[src/rtl/sseg_pkg.sv]
// rtl/sseg_pkg.sv - shared constants for the multiplexed seven-segment scanner
package sseg_pkg;

  // PWM phases per digit slot; phase 0 is always dark
  localparam int PHASES = 16;

  // Active-low drive levels for anodes, cathodes and decimal point
  localparam logic SEG_ON  = 1'b0;
  localparam logic SEG_OFF = 1'b1;

  localparam logic [0:6] SEG_BLANK = 7'b1111111;

  // Active-low hex glyphs, index 0 = segment a ... index 6 = segment g
  localparam logic [0:6] HEX_SEG [16] = '{
    7'b0000001,  // 0
    7'b1001111,  // 1
    7'b0010010,  // 2
    7'b0000110,  // 3
    7'b1001100,  // 4
    7'b0100100,  // 5
    7'b0100000,  // 6
    7'b0001111,  // 7
    7'b0000000,  // 8
    7'b0000100,  // 9
    7'b0001000,  // A
    7'b1100000,  // b
    7'b0110001,  // C
    7'b1000010,  // d
    7'b0110000,  // E
    7'b0111000   // F
  };

endpackage

[src/rtl/sseg_hex_decode.sv]
// rtl/sseg_hex_decode.sv - combinational 4-bit to active-low seven-segment glyph
module sseg_hex_decode
  import sseg_pkg::*;
(
  input  logic [3:0] nibble_i,
  output logic [0:6] seg_o
);

  // Straight table lookup; glyph polarity is already active-low
  always_comb begin
    seg_o = HEX_SEG[nibble_i];
  end

endmodule

[src/rtl/sseg_scan_nx.sv]
// rtl/sseg_scan_nx.sv - multiplexed hex display scanner with PWM, blanking and blink
module sseg_scan_nx
  import sseg_pkg::*;
#(
  parameter int NUM_DIGITS   = 4,
  parameter int CLK_HZ       = 100000000,
  parameter int SCAN_HZ      = 1000,
  parameter int BLINK_FRAMES = 256
) (
  input  logic                    clk,
  input  logic                    rst,
  input  logic [4*NUM_DIGITS-1:0] value,
  input  logic [NUM_DIGITS-1:0]   dp_in,
  input  logic                    blank_lz,
  input  logic [3:0]              bright,
  input  logic [NUM_DIGITS-1:0]   blink_en,
  output logic [0:6]              seg,
  output logic [NUM_DIGITS-1:0]   an,
  output logic                    dp,
  output logic                    frame_done
);

  localparam int DIV_PWM = CLK_HZ / (SCAN_HZ * PHASES);
  localparam int DIV_W   = (DIV_PWM > 1) ? $clog2(DIV_PWM) : 1;
  localparam int IDX_W   = (NUM_DIGITS > 1) ? $clog2(NUM_DIGITS) : 1;
  localparam int FC_W    = (BLINK_FRAMES > 1) ? $clog2(BLINK_FRAMES) : 1;

  if (DIV_PWM < 1) begin : g_bad_div
    $error("sseg_scan_nx: CLK_HZ too low for SCAN_HZ (DIV_PWM < 1)");
  end
  if (NUM_DIGITS < 1 || NUM_DIGITS > 8) begin : g_bad_digits
    $error("sseg_scan_nx: NUM_DIGITS must be 1..8");
  end

  logic [DIV_W-1:0]          div_q, div_d;
  logic [3:0]                phase_q, phase_d;
  logic [IDX_W-1:0]          idx_q, idx_d;
  logic [FC_W-1:0]           fc_q, fc_d;
  logic                      blink_q, blink_d;
  logic [4*NUM_DIGITS-1:0]   value_s_q, value_s_d;
  logic [NUM_DIGITS-1:0]     dp_s_q, dp_s_d;
  logic                      blank_lz_s_q, blank_lz_s_d;
  logic [NUM_DIGITS-1:0]     blink_en_s_q, blink_en_s_d;
  logic [NUM_DIGITS-1:0]     an_q, an_d;
  logic [0:6]                seg_q, seg_d;
  logic                      dp_q, dp_d;
  logic                      frame_done_q, frame_done_d;

  logic       tick, slot_end, frame_end;
  logic [3:0] sel_nib;
  logic [0:6] dec_seg;
  logic       upper_nz, lz_blank, blink_blank, lit;

  assign tick      = (div_q == DIV_W'(DIV_PWM - 1));
  assign slot_end  = tick && (phase_q == 4'(PHASES - 1));
  assign frame_end = slot_end && (idx_q == IDX_W'(NUM_DIGITS - 1));
  assign sel_nib   = value_s_q[{idx_q, 2'b00} +: 4];

  sseg_hex_decode u_dec (
    .nibble_i (sel_nib),
    .seg_o    (dec_seg)
  );

  // Divider, phase, digit index, frame/blink counters and frame-boundary shadow capture
  always_comb begin
    div_d        = tick ? '0 : div_q + 1'b1;
    phase_d      = tick ? phase_q + 4'd1 : phase_q;
    idx_d        = idx_q;
    fc_d         = fc_q;
    blink_d      = blink_q;
    value_s_d    = value_s_q;
    dp_s_d       = dp_s_q;
    blank_lz_s_d = blank_lz_s_q;
    blink_en_s_d = blink_en_s_q;
    frame_done_d = frame_end;
    if (slot_end) begin
      idx_d = frame_end ? '0 : idx_q + 1'b1;
    end
    if (frame_end) begin
      value_s_d    = value;
      dp_s_d       = dp_in;
      blank_lz_s_d = blank_lz;
      blink_en_s_d = blink_en;
      if (fc_q == FC_W'(BLINK_FRAMES - 1)) begin
        fc_d    = '0;
        blink_d = ~blink_q;
      end else begin
        fc_d = fc_q + 1'b1;
      end
    end
  end

  // Leading-zero test: is any nibble at or above the selected digit non-zero
  always_comb begin
    upper_nz = 1'b0;
    for (int j = 0; j < NUM_DIGITS; j++) begin
      if (j >= int'(idx_q) && value_s_q[4*j +: 4] != 4'h0) upper_nz = 1'b1;
    end
  end

  // Display drive for the selected digit, taken only from shadow copies
  always_comb begin
    lz_blank    = blank_lz_s_q && (idx_q != '0) && !upper_nz;
    blink_blank = blink_q && blink_en_s_q[idx_q];
    lit         = (phase_q != 4'd0) && (phase_q <= bright) && !lz_blank && !blink_blank;
    an_d        = {NUM_DIGITS{SEG_OFF}};
    if (lit) an_d[idx_q] = SEG_ON;
    seg_d       = dec_seg;
    dp_d        = ~dp_s_q[idx_q];
  end

  // State and registered outputs; reset blanks the display immediately
  always_ff @(posedge clk or posedge rst) begin
    if (rst) begin
      div_q        <= '0;
      phase_q      <= '0;
      idx_q        <= '0;
      fc_q         <= '0;
      blink_q      <= 1'b0;
      value_s_q    <= '0;
      dp_s_q       <= '0;
      blank_lz_s_q <= 1'b0;
      blink_en_s_q <= '0;
      an_q         <= {NUM_DIGITS{SEG_OFF}};
      seg_q        <= SEG_BLANK;
      dp_q         <= SEG_OFF;
      frame_done_q <= 1'b0;
    end else begin
      div_q        <= div_d;
      phase_q      <= phase_d;
      idx_q        <= idx_d;
      fc_q         <= fc_d;
      blink_q      <= blink_d;
      value_s_q    <= value_s_d;
      dp_s_q       <= dp_s_d;
      blank_lz_s_q <= blank_lz_s_d;
      blink_en_s_q <= blink_en_s_d;
      an_q         <= an_d;
      seg_q        <= seg_d;
      dp_q         <= dp_d;
      frame_done_q <= frame_done_d;
    end
  end

  assign an         = an_q;
  assign seg        = seg_q;
  assign dp         = dp_q;
  assign frame_done = frame_done_q;

endmodule

[config.mk]
export PLATFORM = sky130hd
export DESIGN_NAME = sseg_scan_nx
export DESIGN_NICKNAME = d
export VERILOG_FILES = /design/src/rtl/sseg_pkg.sv /design/src/rtl/sseg_hex_decode.sv /design/src/rtl/sseg_scan_nx.sv
export SDC_FILE = /design/constraint.sdc
export NUM_CORES = 1
export LEC_CHECK = 0
export CAP_MARGIN = 10
export CORE_UTILIZATION = 55
export DETAILED_ROUTE_END_ITERATION = 8
export PLACE_DENSITY = 0.8
export SETUP_SLACK_MARGIN = 0.2
export SYNTH_ARGS = -nofsm -noshare
export SYNTH_HDL_FRONTEND = slang
export SYNTH_HIERARCHICAL = 1
export SYNTH_SLANG_ARGS = --single-unit
[constraint.sdc]
create_clock -name clk -period 2.6 [get_ports clk]
set_input_delay 0.26 -clock clk [delete_from_list [all_inputs] [get_ports clk]]
set_output_delay 0.26 -clock clk [all_outputs]
set_load 0.02 [all_outputs]
* Word-level counts from Yosys, hierarchy flattened
Memories as Yosys holds them, arrays and structs flattened. A register that Yosys moved wholly into a read port is not among the register bits.
Index checks and enable logic that the tools add are counted.
** Storage, ports and cells
- Bits in read-only memories :: 112
- Bits in registers :: 59
- Output and inout port bits :: 13
- Word-level logic and storage cells :: 68
- Memories kept :: 1
** Cells by class
- Magnitude comparators :: 6
- Reduce and logical (&&, ||, !) cells :: 22
- Add/subtract/negate cells :: 4
- Equality and inequality tests :: 4
- Bitwise logic cells :: 4
- Muxes and demuxes :: 14
- Shift operators :: 1
** Memory list
- (name not given) :: words 16, width 7, read ports 1, clocked after memory_dff 1, write ports 0, line sseg_hex_decode.sv:11 : seg_o = HEX_SEG[nibble_i];
** Operators with widths (count)
- $reduce_bool 4->1 :: 5
- $shiftx 16x5->4 :: 1
- $add 13x1->13 const B :: 1
- $eq 13x13->1 const B :: 1
- $mux 13 :: 1
- $logic_and 1x1->1 :: 12
- $add 8x1->8 const B :: 1
- $eq 8x8->1 const B :: 1
- $mux 8 :: 1
- $mux 1 :: 7
- $not 4->5 :: 1
- $add 4x1->4 const B :: 1
- $bmux 1 s2 :: 2
- $eq 4x4->1 const B :: 1
- $ge 1x2->1 const A :: 2
- $le 4x4->1 :: 1
- $mux 4 :: 1
- $not 4->4 :: 1
- $logic_not 1->1 :: 3
- $lt 2x3->1 const B :: 1
- $add 2x1->2 const B :: 1
- $demux 1 s2 :: 1
- $eq 2x2->1 const B :: 1
- $ge 2x1->1 const B :: 1
- other kinds (5) :: 6

* Logic depth before layout (Yosys ltp)
- Depth in word-level cells :: 12
- Depth in mapped cells :: 7
- Gate-level depth less buffers :: 6

* Cells and area by module
Netlist, hierarchy kept.
** By module, submodules not included
- sseg_scan_nx :: sequential area each 1666.6 µm², cells each 249, times used 1, area an instance 3051.7 µm²
- sseg_hex_decode :: sequential area each 0.0 µm², cells each 31, times used 1, area an instance 262.8 µm²

* Worst setup path after synthesis
OpenSTA, ideal clock, no wires.
- Kind :: reg2reg
- From :: register idx_q[0]
- To :: register seg_q, in the netlist seg[3]
- Required time :: 2.505 ns
- Period minus slack after synthesis :: 2.298 ns
- Data arrival time :: 2.203 ns
- Cell stages (with the launch flop) :: 7
- Setup slack :: 0.302 ns
- Library setup time :: 0.095 ns
- Cells stage by stage :: dfrtp_1 clkbuf_1 mux4_2 inv_1 ha_1 inv_1 mux4_1
** Between the ends
- Word-level cells in the longest chain between the ends :: 2
** Ends and longest elaborated chain
- start: declaration :: line sseg_scan_nx.sv:37 : logic [IDX_W-1:0] idx_q, idx_d;
- start signal: assignment :: line sseg_scan_nx.sv:131 : idx_q <= idx_d;
- $shiftx 16x5->4 :: line sseg_scan_nx.sv:57 : assign sel_nib = value_s_q[{idx_q, 2'b00} +: 4];
- named net sel_nib[0] :: line sseg_scan_nx.sv:50 : logic [3:0] sel_nib;
- $not 4->5 (not written as such) :: line sseg_hex_decode.sv:11
- end: declaration :: line sseg_scan_nx.sv:45 : logic [0:6] seg_q, seg_d;
The timed path passes the listed nets, and every way through them passes these cells.
A chain may end at the register's enable or synchronous reset.

* Worst setup path after layout
Ends and elaborated chain as after synthesis.

==> flow_results.org <==
** Status
- Status :: completed

** Power and ir drop
- In this run the power density over the cells is 533 nW/um2.
- In this run the static leakage power is 1.89 nW.
- Post-route total power :: 2.17 mW
- The worst-case IR drop observed on VDD is 0.000371 V.

** Logic synthesis
- The number of nets in the synthesized netlist is 331.
- Sequential cells were found to cover 50.3% of the synthesized design area.
- Area leader, netlist :: sky130_fd_sc_hd__dfrtp_1
- In this run, distinct cell masters in the synthesized netlist total 47.
- Count leader, synth :: sky130_fd_sc_hd__dfrtp_1
- The synthesized netlist occupies a cell area of 3310 um2.
- In the synthesized netlist the dominant register cell turns out to be sky130_fd_sc_hd__dfrtp_1.
- Yosys warning count :: 6
- After synthesis, the largest family of logic cells by area is multiplexers.
- The synthesized design contains 0 enable-type register cells.
- After Yosys synthesis, full adders, half adders and majority gates account for 7.55% of the synthesized area.
- Flop and latch count out of synthesis :: 66
- The synthesized netlist devotes 4.23% of its cell area to XOR and XNOR gates.
- Synth top area share :: 40.8%
- Simple logic cell fraction of the synthesized area :: 14.2%
- Leading post-synthesis cells by instance count :: sky130_fd_sc_hd__dfrtp_1 (54), sky130_fd_sc_hd__mux2_2 (25), sky130_fd_sc_hd__nand2_1 (22)
- Post-synthesis average cell area :: 11.8 um2
- Mux cell area share after synthesis :: 15.1%
- In the synthesized netlist, the number of instances is 280.
- In the post-synthesis netlist, the biggest area contributors are sky130_fd_sc_hd__dfrtp_1 (41%), sky130_fd_sc_hd__dfstp_2 (9.5%), sky130_fd_sc_hd__mux2_2 (8.5%).
- Counting flops with an async set or reset pin after synthesis yields a share of 100%.
- The synthesized netlist devotes 4.72% of its cell area to compound gates.

** Placed design
- The congestion estimate from routability-driven global placement came to 0.808.
- Total cell area at the placement stage :: 3830 um2
- Post-Place Cells :: 390
- HPWL after DPL :: 4.39 mm
- Timing analysis after detailed placement gives a worst setup slack of 385 ps.
- Quantity of I/O buffers inserted on ports :: 43

** Global routing
- The first global-routing pass estimated 10.8 mm of wire.
- The total overflow left after global routing is 0.
- The number of global-route vias before repair came to 2,369.
- Overall global routing resource usage :: 23.0%
- Entering global routing, the biggest net connects 67 pins.
- Number of antenna violations at the first check in global routing :: 0

** Die
- Initial Utilization :: 58.7%
- IO Count :: 44
- Overall die area :: 6340 um2
- Core Area :: 5640 um2
- From bottom edge to top edge, the die measures 79.6 um.
- Row cnt :: 27
- Die W :: 79.6 um

** STA
- RSZ-0062 raised after global routing :: no
- For the pin with the worst max-slew slack, the measured transition is 504 ps.
- The worst path uses 85.9% of the clock period.
- Finish-stage setup viols :: 0
- The number of slew-limit violations in the final report was 0.
- Headroom to the max-slew limit came out at 66.4%.
- On the final layout, the worst hold slack is 301 ps.
- After routing, the total negative slack on setup checks comes to 0 ps.
- Skew final :: 6.58 ps
- Period minus WS final :: 2230 ps
- The number of endpoints with negative hold slack in the final report is 0.
- The worst path meets setup with 365 ps of slack.
- Derived from the worst setup path, the maximum achievable clock frequency is 448 MHz.

** Route
- Wire length reported by the detailed router :: 6.27 mm
- After detailed routing, the wire length on met1 is 2.67 mm.
- Count of unresolved DRC violations after routing :: 0
- After the first detailed-routing iteration, the DRC count stood at 208.
- In the detailed route, the total length drawn on met2 is 3.29 mm.
- Routed signal wires occupy layers up through met4.
- Post-DR wirelength/cell :: 15.5 um
- Summing over every cut layer, the via total after detailed routing is 2,271.
- The first detailed-routing pass ran for 5 iterations.
- Using the TritonRoute via totals, the vias-per-cell ratio works out to 5.59.
- Routed wl met3 :: 270 um
- Once detail routing completed, the nets flagged for antenna violations numbered 0.

** Clocking
- TritonCTS built the clock tree.
- Hold repair after CTS inserted 0 buffers.
- CTS clk-pin slew, worst paths :: 70 ps
- The cell sitting at the root of the clock tree is a sky130_fd_sc_hd__clkbuf_8.
- CTS Buffer Depth :: 2
- Clock sink count :: 66
- Later-pin clock latency in the skew report :: 340 ps
- CTS H-Tree Depth :: 3
- Post-cts repair resize count :: 0
- Buffers added to address setup during post-CTS repair amount to 0.
- Cts bufs inserted :: 9

** Run
- Max-capacitance violation count :: 0

** Worst setup path
- The slowest stage of the critical path belongs to the cell sky130_fd_sc_hd__mux4_2.
- On the worst path, the slowest cell contributes a delay of 640 ps.
- Critical path data required time :: 2860 ps
- Max FO, Critical Path :: 9
- Total buffers and inverters traversed by the critical path :: 2
- Sequence of cells on the critical path :: mux4_2, inv_1, ha_1, inv_1, mux4_1
- The kind of cell with the highest combined delay along the critical path is multiplexers.
- Cell repeated most along the worst path :: sky130_fd_sc_hd__inv_1
- For flop-to-flop paths, the worst setup slack is 370 ps.
- Critical Path End Type :: flip-flop
- Startpoint type of the worst setup path :: flip-flop
- STA puts the critical path data arrival time at 2500 ps.
- Type of the worst setup path :: reg2reg

** Layout
- Relative to the synthesized area, the layout overhead comes to 23.1%.
- Fill cells in the final layout number 382.
- Final instance area :: 4080 um2
- Once layout is complete, the utilization of the core stands at 72.3%.
- In the final layout, the share of cells above drive strength 1 is 21.0%.
- Count of placed standard cells in the final layout, fillers left out :: 406
- For this run, the post-layout net count is 380.
- N_diodes :: 0

** Hold path
- Path class of the lowest-slack min-delay path :: in2async
-- kinds of logic (layout without fill, tap and decap cells) --
logic type	after synthesis	in the layout
and+or+nand+nor	86	86
xor gates and xnor gates	16	16
AOI/OAI and AO/OA	26	26
DFF	66	66
buffers and inverters	27	81
adders and majority gates	20	20
muxes	39	39
-- state kept, by name, indices dropped and copies added, names as in the netlist --
register and cells:
an 4, blank_lz_s_q 1, blink_en_s_q 4, blink_q 1, div_q 13, dp 1, dp_s_q 4, fc_q 8
frame_done 1, idx_q 2, phase_q 4, seg 7, value_s_q 16
-- cells in the final DEF, fill, tap and decap left out, drive strengths merged, types with 8 or more instances in the layout --
master	n
o21ai	15
inv	18
nand3	11
mux2	25
dfstp	12
xnor2	10
clkdlybuf4s50	43
dfrtp	54
nor2	17
mux2i	8
nand2	22
ha	20
clkbuf	11
-- path summary, 6_finish.rpt --
check	start	to	cells past startpoint
min	rst	phase_q[3]$_DFFE_PP0N_	3
max	idx_q[0]$_DFFE_PP0P_	seg[3]$_DFF_PP1_	5
max in group asynchronous	rst	dp$_DFF_PP1_	3
min in group clk	value[0]	value_s_q[0]$_DFFE_PP0P_	3
max reg2reg	idx_q[0]$_DFFE_PP0P_	seg[3]$_DFF_PP1_	5
min reg2reg	fc_q[6]$_DFFE_PP0P_	fc_q[6]$_DFFE_PP0P_	1
-- final cells by class --
cell class | count | area [um2] | share of cell area (%)
clock buffer | 11 | 151 | 3.71
multi-input combinational | 187 | 1520 | 37.2
timing repair buffer | 47 | 485 | 11.9
sequential | 66 | 1670 | 40.8
clock inverter | 5 | 100 | 2.45
tap | 72 | 90.1 | 2.21
inverter | 18 | 67.6 | 1.66
-- metal layers --
metal,vias to the layer above,GRT usage [%]
li1,1083,-
met1,1130,28.7
met2,54,38.2
met3,4,6.29
met4,0,8.36
met5,-,0
-- worst register-to-register path, delay by kind of cell (launching register included) --
family / cells / cell delay [ps]
buf+inv: 2 / 230
mux: 2 / 1120
flops: 1 / 610
fa+ha+maj: 1 / 200
-- power by group --
part | total, mW | leakage, nW | switching [mW] | internal (mW)
Combinational | 0.0748 | 0.915 | 0.0294 | 0.0454
Sequential | 1.03 | 0.845 | 0 | 1.03
Clock | 1.07 | 0.129 | 0.385 | 0.686
(Power assumes the default switching activity.)
